<file path="src/rtl/branch_resolve_bht.sv">
// Branch resolution stage with a 2-bit saturating-counter BHT and registered redirect.
// Optional performance counters are enabled by defining BRANCH_PERF_CNT_EN.
module branch_resolve_bht #(
  parameter int unsigned XLEN      = 32,
  parameter int unsigned BHT_IDX_W = 6
) (
  input  logic            clk,
  input  logic            rst_n,
  input  logic [XLEN-1:0] if_pc,
  output logic            if_pred_taken,
  input  logic            ex_valid,
  input  logic            ex_is_branch,
  input  logic [2:0]      ex_funct3,
  input  logic [XLEN-1:0] ex_pc,
  input  logic [XLEN-1:0] ex_target,
  input  logic            ex_pred_taken,
  output logic            BrUn,
  input  logic            BrEq,
  input  logic            BrLT,
  output logic            redirect_valid,
  output logic [XLEN-1:0] redirect_pc,
  output logic            illegal_br,
  output logic [31:0]     br_count,
  output logic [31:0]     mispred_count
);

  localparam int unsigned BHT_N = 1 << BHT_IDX_W;

  logic [1:0]           r_bht [BHT_N];
  logic [BHT_IDX_W-1:0] w_if_idx;
  logic [BHT_IDX_W-1:0] w_ex_idx;
  logic                 w_res;
  logic                 w_legal;
  logic                 w_actual;
  logic                 w_upd;
  logic                 w_mispred;
  logic                 w_illegal;
  logic [1:0]           w_cur;
  logic [1:0]           w_bht_next;
  logic                 w_unused;

  assign w_if_idx      = if_pc[BHT_IDX_W+1:2];
  assign w_ex_idx      = ex_pc[BHT_IDX_W+1:2];
  assign if_pred_taken = r_bht[w_if_idx][1];
  assign w_unused      = ^{if_pc[XLEN-1:BHT_IDX_W+2], if_pc[1:0]};

  assign BrUn = (ex_funct3[2:1] == 2'b11);

  // Branches in the redirect cycle are wrong-path and must have no side effects.
  assign w_res     = ex_valid & ex_is_branch & ~redirect_valid;
  assign w_legal   = (ex_funct3[2:1] != 2'b01);
  assign w_upd     = w_res & w_legal;
  assign w_mispred = w_upd & (w_actual != ex_pred_taken);
  assign w_illegal = w_res & ~w_legal;

  always_comb begin
    w_actual = 1'b0;
    case (ex_funct3)
      3'b000:  w_actual = BrEq;
      3'b001:  w_actual = ~BrEq;
      3'b100:  w_actual = BrLT;
      3'b101:  w_actual = ~BrLT;
      3'b110:  w_actual = BrLT;
      3'b111:  w_actual = ~BrLT;
      default: w_actual = 1'b0;
    endcase
  end

  always_comb begin
    w_cur      = r_bht[w_ex_idx];
    w_bht_next = w_cur;
    if (w_actual) begin
      if (w_cur != 2'b11) w_bht_next = w_cur + 2'b01;
    end else begin
      if (w_cur != 2'b00) w_bht_next = w_cur - 2'b01;
    end
  end

  always_ff @(posedge clk or negedge rst_n) begin
    if (!rst_n) begin
      for (int unsigned i = 0; i < BHT_N; i++) begin
        r_bht[i[BHT_IDX_W-1:0]] <= 2'b01;
      end
    end else if (w_upd) begin
      r_bht[w_ex_idx] <= w_bht_next;
    end
  end

  always_ff @(posedge clk or negedge rst_n) begin
    if (!rst_n) begin
      redirect_valid <= 1'b0;
      redirect_pc    <= '0;
      illegal_br     <= 1'b0;
    end else begin
      redirect_valid <= w_mispred;
      illegal_br     <= w_illegal;
      if (w_mispred) begin
        redirect_pc <= w_actual ? ex_target : (ex_pc + XLEN'(4));
      end
    end
  end

`ifdef BRANCH_PERF_CNT_EN
  logic [31:0] r_br_count;
  logic [31:0] r_mispred_count;

  always_ff @(posedge clk or negedge rst_n) begin
    if (!rst_n) begin
      r_br_count      <= '0;
      r_mispred_count <= '0;
    end else begin
      if (w_upd)     r_br_count      <= r_br_count + 32'd1;
      if (w_mispred) r_mispred_count <= r_mispred_count + 32'd1;
    end
  end

  assign br_count      = r_br_count;
  assign mispred_count = r_mispred_count;
`else
  assign br_count      = '0;
  assign mispred_count = '0;
`endif

endmodule

</file>
<file path="config.mk">
export PLATFORM = sky130hd
export DESIGN_NAME = branch_resolve_bht
export DESIGN_NICKNAME = d
export VERILOG_FILES = /design/src/rtl/branch_resolve_bht.sv
export SDC_FILE = /design/constraint.sdc
export NUM_CORES = 1
export LEC_CHECK = 0
export ABC_AREA = 0
export ABC_CLOCK_PERIOD_IN_PS = 3600
export BUFFER_PORTS_ARGS = -buffer_cell sky130_fd_sc_hd__buf_2
export CORE_ASPECT_RATIO = 0.8
export CORE_MARGIN = 5
export CORE_UTILIZATION = 55
export DETAILED_ROUTE_END_ITERATION = 10
export PLACE_DENSITY = 0.87
export SKIP_LAST_GASP = 1
export SLEW_MARGIN = 30
export SYNTH_ARGS = -nofsm -noshare
export SYNTH_HDL_FRONTEND = slang
export SYNTH_SLANG_ARGS = --single-unit
</file>
<file path="constraint.sdc">
create_clock -name clk -period 3.6 [get_ports clk]
set_input_delay 0.54 -clock clk [delete_from_list [all_inputs] [get_ports clk]]
set_output_delay 0.54 -clock clk [all_outputs]
set_load 0.1 [all_outputs]
</file>
==> results.ini, run 1 <==
[logic_synthesis]
synth.distinct_cells = 52
synth_common_cells = 254 x nand2_1, 98 x dfrtp_1, 95 x o21ai_0
synth_area_leaders = dfrtp_1 27%, dfstp_2 18%, nand2_1 10%, mux4_2 9.9%, buf_4 5.4%
synth_area_leader_cell = dfrtp_1
synth-seq-cells = 162
synth_warnings = 0
synth.most_common_cell = nand2_1
seq_area_frac_synth_pct = 45.4
synth_top_area_share_pct = 26.9
synth_ff_type = dfrtp_1
synth-edff-count = 0
synth_area_per_cell_um2 = 9.55
synth_area_um2 = 9110
netlist_instances = 954
async_flop_share_pct = 100

[clock_tree]
cts_made_buffers = 17
clkLatencyLatePin_ns = 0.44
cts_hold_buffers = 0
cts_tree = built
clk_pin_slew_ns = 0.06
cts_resized = 0
htree_levels = 4
cts_buffer_depth = 2
post_cts.repair.setup_buffers = 0
clkSinkCount = 162
cts-root-buf = clkbuf_16

[finish]
nets = 1172
layout-drive-gt1-share_pct = 26.9
diodes = 0
area_delta_synth_final_pct = 13.2
fill_cells = 1316
fin_area_um2 = 10300

[sta]
period_needed_ns = 3.34
tns_ns = 0
tightest_slew_ns = 0.821
max_slew_margin_pct = 45.3
finalCritPeriodShare_pct = 92.9
grt_setup_unrepaired = no
final-hold-violation-count = 0
fin_skew_ns = 0.00694
setup_viol = 0
slew_viol_final = 0
fmaxAchievable_mhz = 299

[grt]
gr-usage-all-layers_pct = 25.2
grt_pass1_vias = 7347
grt_max_degree = 93
globalRouteOverflowTotal = 0
grt_pass1_wl_um = 38500
antenna_found_initial = 0

[routing]
drtIter0Drc = 777
wl_um = 24200
drc = 0
via_per_inst = 5.72
drtPass1Iterations = 6
via_count = 7430
ant_nets = 0
wl_per_cell_um = 18.6

[die]
rows = 42
ios = 206
die_y_um = 125
start_util_pct = 55.5
fp.dieW_um = 154
die_area_um2 = 19200
core-area_um2 = 16400

[place]
portBuffers = 115
gp_congestion = 0.913
post_dp_cell_area_um2 = 9720
dpl.hpwl_um = 17000

[status]
status = finished clean

[hold_path]
hp-class = in2async

[power]
p_per_area_nw_per_um2 = 567
vdd_drop_max_mv = 0.294
power.leakage_nw = 4.39

[setup_path]
worst_setup_path_start_kind = input pin
cp.arrival_ns = 2.80
cp_max_fo = 10
worstPathRequired_ns = 3.06
slowest_stage = mux4_2
r2r_cells = 6
crit_chain = buf_2, buf_12, mux4_2, mux4_2, mux4_2, buf_2
cp_common_cell = mux4_2
cpPeakStageDelay_ns = 0.51
path_class = in2out
end_kind = primary output

[flow_run]
drv_cap = 0

## worst paths after layout
| path | from | slack [ns] | end |
|---|---|---|---|
| setup / recovery | if_pc[2] | 0.26 | if_pred_taken |
| hold / removal | rst_n | 0.17 | redirect_pc[23]$_DFFE_PN0P_ |
| setup reg to reg | r_bht[71]$_DFFE_PN0P_ | 0.71 | r_bht[42]$_DFFE_PN1P_ |
| hold reg to reg | r_bht[18]$_DFFE_PN1P_ | 0.46 | r_bht[18]$_DFFE_PN1P_ |
| max in group asynchronous | rst_n | 2.55 | redirect_pc[9]$_DFFE_PN0P_ |
| min in group clk | ex_target[3] | 0.38 | redirect_pc[3]$_DFFE_PN0P_ |
## layout by cell type (no fill, tap or decap), types with 4 or more instances in the layout
cell       instances
nand2_1          254
buf_2            114
dfrtp_1           98
o21ai_0           95
conb_1            64
dfstp_2           64
o21ai_1           60
mux4_2            40
nor2_1            30
buf_4             26
nand3_1           24
mux2i_1           20
a21oi_1           17
clkbuf_16         17
xor2_1            15
xnor2_1           12
o221ai_1          11
nand4_1           10
a22oi_1           10
nand2b_1           7
and2_1             6
mux2_2             5
o22ai_1            5
clkbuf_1           5
nor2b_1            4
inv_1              4
and3_1             4
and4_1             4
nor3_1             4
buf_12             4
## metal layers
metal  routed length [µm]  vias up  global-route usage (%)
met5                    0        -                       0
met4                 1020        0                    12.4
met3                 2050       90                    6.49
met2                11400      367                    38.4
met1                 9770     3532                    34.0
li1                     -     3441                       -
## metrics by stage
step | worst slack [ns] | total power, mW | hold WS, ns | std cells | util, %
final | 0.255 | 5.84 | 0.166 | 1298 | 62.9
after detailed placement | 0.0629 | 4.02 | 0.453 | 1266 | 59.3
after CTS | 0.245 | 5.86 | 0.200 | 1298 | 62.9
after global routing | 0.204 | 6.04 | 0.243 | 1298 | 62.9
after global placement | 0.186 | 3.98 | 0.447 | 1266 | 59.3
after floorplan | 0.0775 | 3.71 | 0.244 | 1017 | -
## critical path: cells and delay by family
kind	cells	cell delay [ns]
multiplexers	3	1.49
buffers and inverters	3	0.76
## flip-flops by register name, summed over array words and instances, names as in the netlist
signal and count:
illegal_br 1, r_bht 128, redirect_pc 32, redirect_valid 1
## layout make-up
type                    instances  area, µm²  share of cell area [%]
inverters                       5       18.8                   0.182
multi-input cells             734       4440                    43.0
clock inverters                 9        131                    1.27
flip-flops and latches        162       4130                    40.1
repair buffers                145        857                    8.31
clock buffers                  23        458                    4.44
well taps                     220        275                    2.67
## kinds of logic after synthesis
logic type	Yosys count	share of synthesized area, %
flops	162	45.4
fa+ha+maj	3	0.440
mux	65	12.7
compound gates	214	13.1
other cells	1	0.0412
buf+inv	121	8.56
xor+xnor	27	2.60
simple gates	361	17.1
## report_power, final
group	switching (mW)	internal (mW)	leakage, nW
Combinational	1.52	0.316	2.13
Clock	0.739	1.11	0.278
Sequential	0.104	2.05	1.98
Total	2.37	3.48	4.39
(Power assumes the default switching activity.)
==> run 2: changes to the inputs <==
--- a/config.mk
+++ b/config.mk
@@ -8,11 +8,13 @@
 export ABC_AREA = 0
 export ABC_CLOCK_PERIOD_IN_PS = 3600
 export BUFFER_PORTS_ARGS = -buffer_cell sky130_fd_sc_hd__buf_2
+export CELL_PAD_IN_SITES_DETAIL_PLACEMENT = 1
+export CELL_PAD_IN_SITES_GLOBAL_PLACEMENT = 2
 export CORE_ASPECT_RATIO = 0.8
 export CORE_MARGIN = 5
-export CORE_UTILIZATION = 55
+export CORE_UTILIZATION = 33
 export DETAILED_ROUTE_END_ITERATION = 10
-export PLACE_DENSITY = 0.87
+export PLACE_DENSITY = 0.86
 export SKIP_LAST_GASP = 1
 export SLEW_MARGIN = 30
 export SYNTH_ARGS = -nofsm -noshare
==> run 2 against run 1 <==
Effect of this change: total power rose by 1.4%; fmax grew 2.6%; flip-flop and latch count unchanged; clock power grew 3%; sequential power hardly changed; non-clock buffer count grew 7; critical path depth did not move; cell count increased by 12%; die area is 61% higher; first-iteration DRC count down 42%; final area grew 2.6%; worst setup slack improved by 0.086 ns; critical path type unchanged.
==> results.ini, run 2 (synthesis results as in run 1) <==
[sta]
setup_viol = 0  ; unchanged
final-hold-violation-count = 0  ; unchanged
tns_ns = 0  ; unchanged
tightest_slew_ns = 0.836  ; +0.0154 ns
fin_skew_ns = 0.00870  ; +0.00176 ns
slew_viol_final = 0  ; unchanged
fin_ws_ns = 0.342  ; +0.0863 ns
period_needed_ns = 3.26  ; -0.0863 ns
hold-worst-slack_ns = 0.172  ; +0.00557 ns
finalCritPeriodShare_pct = 90.5  ; -2.4 points
grt_setup_unrepaired = no
fmaxAchievable_mhz = 307  ; +2.6%
max_slew_margin_pct = 44.3  ; -1.0 points

[die]
ios = 206  ; unchanged
die_area_um2 = 31000  ; +61%
start_util_pct = 33.4  ; -22 points
core-area_um2 = 27200  ; +66%
fp.dieW_um = 196  ; +27%
rows = 54  ; +29%
die_y_um = 159  ; +27%

[power]
power_mw = 5.92  ; +1.4%
vdd_drop_max_mv = 0.372  ; +27%
power.leakage_nw = 4.45  ; +1.2%
p_per_area_nw_per_um2 = 560  ; -1.3%

[finish]
fill_cells = 3141  ; +140%
final_cell_mix = 254 x nand2_1, 114 x buf_2, 98 x dfrtp_1
nets = 1179  ; +0.60%
fin_area_um2 = 10600  ; +2.6%
seq_area_um2 = 4130  ; unchanged
largest_register_ffs = 128  ; unchanged
layout-drive-gt1-share_pct = 27.6  ; +0.75 points
final_core_util_pct = 38.9  ; -24 points
diodes = 0  ; unchanged
reg.largest.list = r_bht x128, redirect_pc x32
layout_commonest_cell = nand2_1
multiInputGateArea_um2 = 4440  ; unchanged
regMostFlops = r_bht
area_delta_synth_final_pct = 16.2
layoutNonFillerInstCount = 1449  ; +12%

[place]
place_ws_ns = 0.284  ; +0.221 ns
placed_cells = 1417  ; +12%
gp_congestion = 0.862  ; -5.6%
portBuffers = 115  ; unchanged
dpl.hpwl_um = 20900  ; +23%
post_dp_cell_area_um2 = 9980  ; +2.7%

[clock_tree]
cts_buffer_depth = 2  ; unchanged
cts_tree = built
clkSinkCount = 162  ; unchanged
cts_made_buffers = 17  ; unchanged
htree_levels = 4  ; unchanged
clk_pin_slew_ns = 0.06  ; about the same
post_cts.repair.setup_buffers = 0  ; unchanged
cts-root-buf = clkbuf_16
cts_hold_buffers = 0  ; unchanged
clkLatencyLatePin_ns = 0.43  ; about the same
cts_resized = 0  ; unchanged

[setup_path]
worst_setup_path_start_kind = input pin
cp_max_fo = 16  ; +6
worstPathRequired_ns = 3.06  ; about the same
end_kind = primary output
cp.arrival_ns = 2.72  ; -0.08 ns
r2r_cells = 7  ; +1
path_class = in2out

[grt]
antenna_found_initial = 2  ; +2
grt_pass1_wl_um = 44600  ; +16%
globalRouteOverflowTotal = 0  ; unchanged
grt_max_degree = 84  ; -9.7%
grt_pass1_vias = 7646  ; +4.1%
gr-usage-all-layers_pct = 18.5  ; -6.8 points

[routing]
drc = 0  ; unchanged
wl_per_cell_um = 19.9  ; +6.8%
wl_um = 28800  ; +19%
via_per_inst = 5.07  ; -11%
ant_nets = 0  ; unchanged
drtPass1Iterations = 5  ; -1
via_count = 7345  ; -1.1%
drtIter0Drc = 452  ; -42%

[status]
status = finished clean

[flow_run]
drv_cap = 0  ; unchanged

[hold_path]
hp-class = in2async

-- run 2: changes by cell type in the layout (fill, tap and decap cells not counted) --
| cell | previous run | this run |
|---|---|---|
| buf_4 | 26 | 31 |
| clkbuf_1 | 5 | 2 |
| clkinv_4 | 0 | 3 |
| buf_12 | 4 | 6 |
-- run 2: routing by layer --
layer  global-route usage, %  up-vias  share of wire (%)  wire length, µm
li1                        -     3453                  -                -
met1                    26.1     3655                 48            13800
met2                    29.2      199                 46            13100
met3                    4.36       34                5.3             1530
met4                    4.05        4                1.3              363
met5                       0        -              0.094               27
-- run 2: final cells by class --
class	instances	area share (%)
clock buffers	20	4.22
clock inverters	12	1.49
inverters	5	0.177
multi-input cells	734	41.9
flip-flops and latches	162	39.1
well taps	364	4.30
repair buffers	152	8.83
-- run 2: worst max-delay path, cell delays in order --
cell and delay (ns):
buf_2 0.10, buf_12 0.19, mux4_2 0.52, mux4_2 0.54
mux4_2 0.50, buf_2 0.31
-- run 2: power by group --
group	total (mW)	switching (mW)	internal (mW)	leakage (nW)
Sequential	2.16	0.109	2.05	1.98
Clock	1.90	0.787	1.11	0.287
Combinational	1.86	1.54	0.327	2.18
Total	5.92	2.43	3.49	4.45
-- run 2: path summary, 6_finish.rpt --
check | slack (ns) | startpoint | endpoint
hold / removal | 0.17 | rst_n | redirect_pc[24]$_DFFE_PN0P_
max in group asynchronous | 2.43 | rst_n | r_bht[44]$_DFFE_PN1P_
min in group clk | 0.39 | ex_target[20] | redirect_pc[20]$_DFFE_PN0P_
hold reg to reg | 0.46 | r_bht[30]$_DFFE_PN1P_ | r_bht[30]$_DFFE_PN1P_
setup / recovery | 0.34 | if_pc[2] | if_pred_taken
setup reg to reg | 1.02 | r_bht[80]$_DFFE_PN1P_ | r_bht[64]$_DFFE_PN1P_
==> run 3: changes to the inputs <==
--- a/config.mk
+++ b/config.mk
@@ -10,7 +10,6 @@
 export BUFFER_PORTS_ARGS = -buffer_cell sky130_fd_sc_hd__buf_2
 export CELL_PAD_IN_SITES_DETAIL_PLACEMENT = 1
 export CELL_PAD_IN_SITES_GLOBAL_PLACEMENT = 2
-export CORE_ASPECT_RATIO = 0.8
 export CORE_MARGIN = 5
 export CORE_UTILIZATION = 33
 export DETAILED_ROUTE_END_ITERATION = 10
==> run 3 against run 2 <==
Effect of this change: final area increased by 0.30%; worst setup slack improved by 0.023 ns; clock skew increased by 0.0069 ns; sequential power about the same; first-iteration DRC count increased by 0.44%; flip-flop and latch count unchanged; total power increased by 0.52%; via count increased by 1.3%; worst hold slack got worse by 0.15 ns; count of clock-buffer cells in the layout decreased by 3; critical path depth unchanged; non-clock buffer count increased by 4; critical path type unchanged; critical endpoint unchanged.
==> results.ini, run 3 (synthesis results as in run 1) <==
[hold_path]
hp-class = in2async

[grt]
grt_pass1_vias = 7772  ; +1.6%
grt_pass1_wl_um = 44500  ; -0.11%
antenna_found_initial = 0  ; -2
globalRouteOverflowTotal = 0  ; unchanged
grt_max_degree = 83  ; -1.2%
gr-usage-all-layers_pct = 18.2  ; -0.24 points

[routing]
via_per_inst = 5.20  ; +2.7%
drtPass1Iterations = 5  ; unchanged
wl_per_cell_um = 19.8  ; -0.69%
wl_um = 28300  ; -2.0%
drc = 0  ; unchanged
drtIter0Drc = 454  ; +0.44%
ant_nets = 0  ; unchanged
via_count = 7443  ; +1.3%

[setup_path]
cp.arrival_ns = 2.70  ; -0.02 ns
worstPathRequired_ns = 3.06  ; about the same
worst_setup_path_start_kind = input pin
cp_max_fo = 16  ; unchanged
path_class = in2out
end_kind = primary output

[clock_tree]
clkSinkCount = 162  ; unchanged
cts_tree = built
post_cts.repair.setup_buffers = 0  ; unchanged
clk_pin_slew_ns = 0.08  ; +0.02 ns
cts_buffer_depth = 2  ; unchanged
cts_resized = 0  ; unchanged
cts_hold_buffers = 0  ; unchanged
cts_made_buffers = 17  ; unchanged
cts-root-buf = clkbuf_16
htree_levels = 4  ; unchanged
clkLatencyLatePin_ns = 0.44  ; about the same

[die]
ios = 206  ; unchanged
fp.dieW_um = 176  ; -10%
core-area_um2 = 27000  ; -0.74%
rows = 60  ; +11%
die_area_um2 = 31000  ; about the same
die_y_um = 176  ; +11%
start_util_pct = 33.7  ; +0.25 points

[sta]
grt_setup_unrepaired = no
slew_viol_final = 0  ; unchanged
setup_viol = 0  ; unchanged
fin_skew_ns = 0.0156  ; +0.00688 ns
finalCritPeriodShare_pct = 89.9  ; -0.63 points
tightest_slew_ns = 0.737  ; -0.0986 ns
period_needed_ns = 3.24  ; -0.0228 ns
fmaxAchievable_mhz = 309  ; +0.71%
tns_ns = 0  ; unchanged
max_slew_margin_pct = 50.7  ; +6.5 points
final-hold-violation-count = 0  ; unchanged

[place]
dpl.hpwl_um = 20500  ; -2.0%
portBuffers = 115  ; unchanged
gp_congestion = 0.850  ; -1.4%
post_dp_cell_area_um2 = 9980  ; about the same
placed_cells = 1398  ; -1.3%

[finish]
area_delta_synth_final_pct = 16.6
fin_area_um2 = 10600  ; +0.30%
final_core_util_pct = 39.3  ; +0.41 points
layoutNonFillerInstCount = 1430  ; -1.3%
final_cell_mix = 254 x nand2_1, 114 x buf_2, 98 x dfrtp_1
layout_commonest_cell = nand2_1
fill_cells = 3133  ; -0.25%
reg.largest.list = r_bht x128, redirect_pc x32
layout-drive-gt1-share_pct = 28.1  ; +0.45 points
largest_register_ffs = 128  ; unchanged
diodes = 0  ; unchanged
nets = 1183  ; +0.34%
regMostFlops = r_bht

[flow_run]
drv_cap = 0  ; unchanged

[power]
power.leakage_nw = 4.48  ; +0.83%
vdd_drop_max_mv = 0.331  ; -11%
p_per_area_nw_per_um2 = 561  ; +0.23%

[status]
status = finished clean

run 3: cell types whose count changed in the layout (fill, tap and decap cells not counted), sizes merged:
cell,change
clkinv,+2
clkinvlp,-2
bufinv,-2
buf,+4
clkbuf,-3
inv,+5
run 3: critical path, stage by stage:
cell	delay, ns
buf_2	0.10
buf_12	0.18
mux4_2	0.53
mux4_2	0.53
mux4_2	0.49
buf_2	0.31
run 3: through the flow:
step	hold slack [ns]	worst slack (ns)	total power [mW]
final	0.0169	0.365	5.95
after global routing	0.0370	0.325	6.18
after CTS	0.0157	0.338	6.01
after detailed placement	0.454	0.335	4.06
after global placement	0.450	0.345	4.03
after floorplan	0.244	0.0775	3.71
run 3: per-layer routing:
metal  track usage, %  up-vias  routed length (µm)
li1                 -     3474                   -
met5                0        -                   0
met4             5.78        0                 590
met3             2.87       34                1530
met1             25.0     3710               13000
met2             29.8      225               13200
run 3: worst paths after layout:
| path | startpoint | to | slack, ns | depth (start not counted) |
|---|---|---|---|---|
| setup / recovery | if_pc[2] | if_pred_taken | 0.36 | 6 |
| hold / removal | rst_n | redirect_pc[0]$_DFFE_PN0P_ | 0.02 | 1 |
| setup reg to reg | r_bht[65]$_DFFE_PN0P_ | r_bht[105]$_DFFE_PN0P_ | 0.97 | 7 |
| hold reg to reg | r_bht[120]$_DFFE_PN1P_ | r_bht[120]$_DFFE_PN1P_ | 0.46 | 2 |
| max in group asynchronous | rst_n | r_bht[38]$_DFFE_PN1P_ | 2.66 | 2 |
| min in group clk | ex_target[18] | redirect_pc[18]$_DFFE_PN0P_ | 0.39 | 3 |
run 3: cell type report:
type | instances | area [µm²] | area share, %
clock inverter | 15 | 209 | 1.97
tap | 341 | 427 | 4.02
multi-input combinational | 734 | 4440 | 41.8
clock buffer | 17 | 425 | 4.01
sequential | 162 | 4130 | 38.9
timing repair buffer | 156 | 965 | 9.09
inverter | 5 | 18.8 | 0.177
run 3: power by group:
part	switching, mW	internal, mW	leakage, nW
logic	1.54	0.329	2.20
clock network	0.918	1.01	0.304
registers	0.107	2.05	1.98
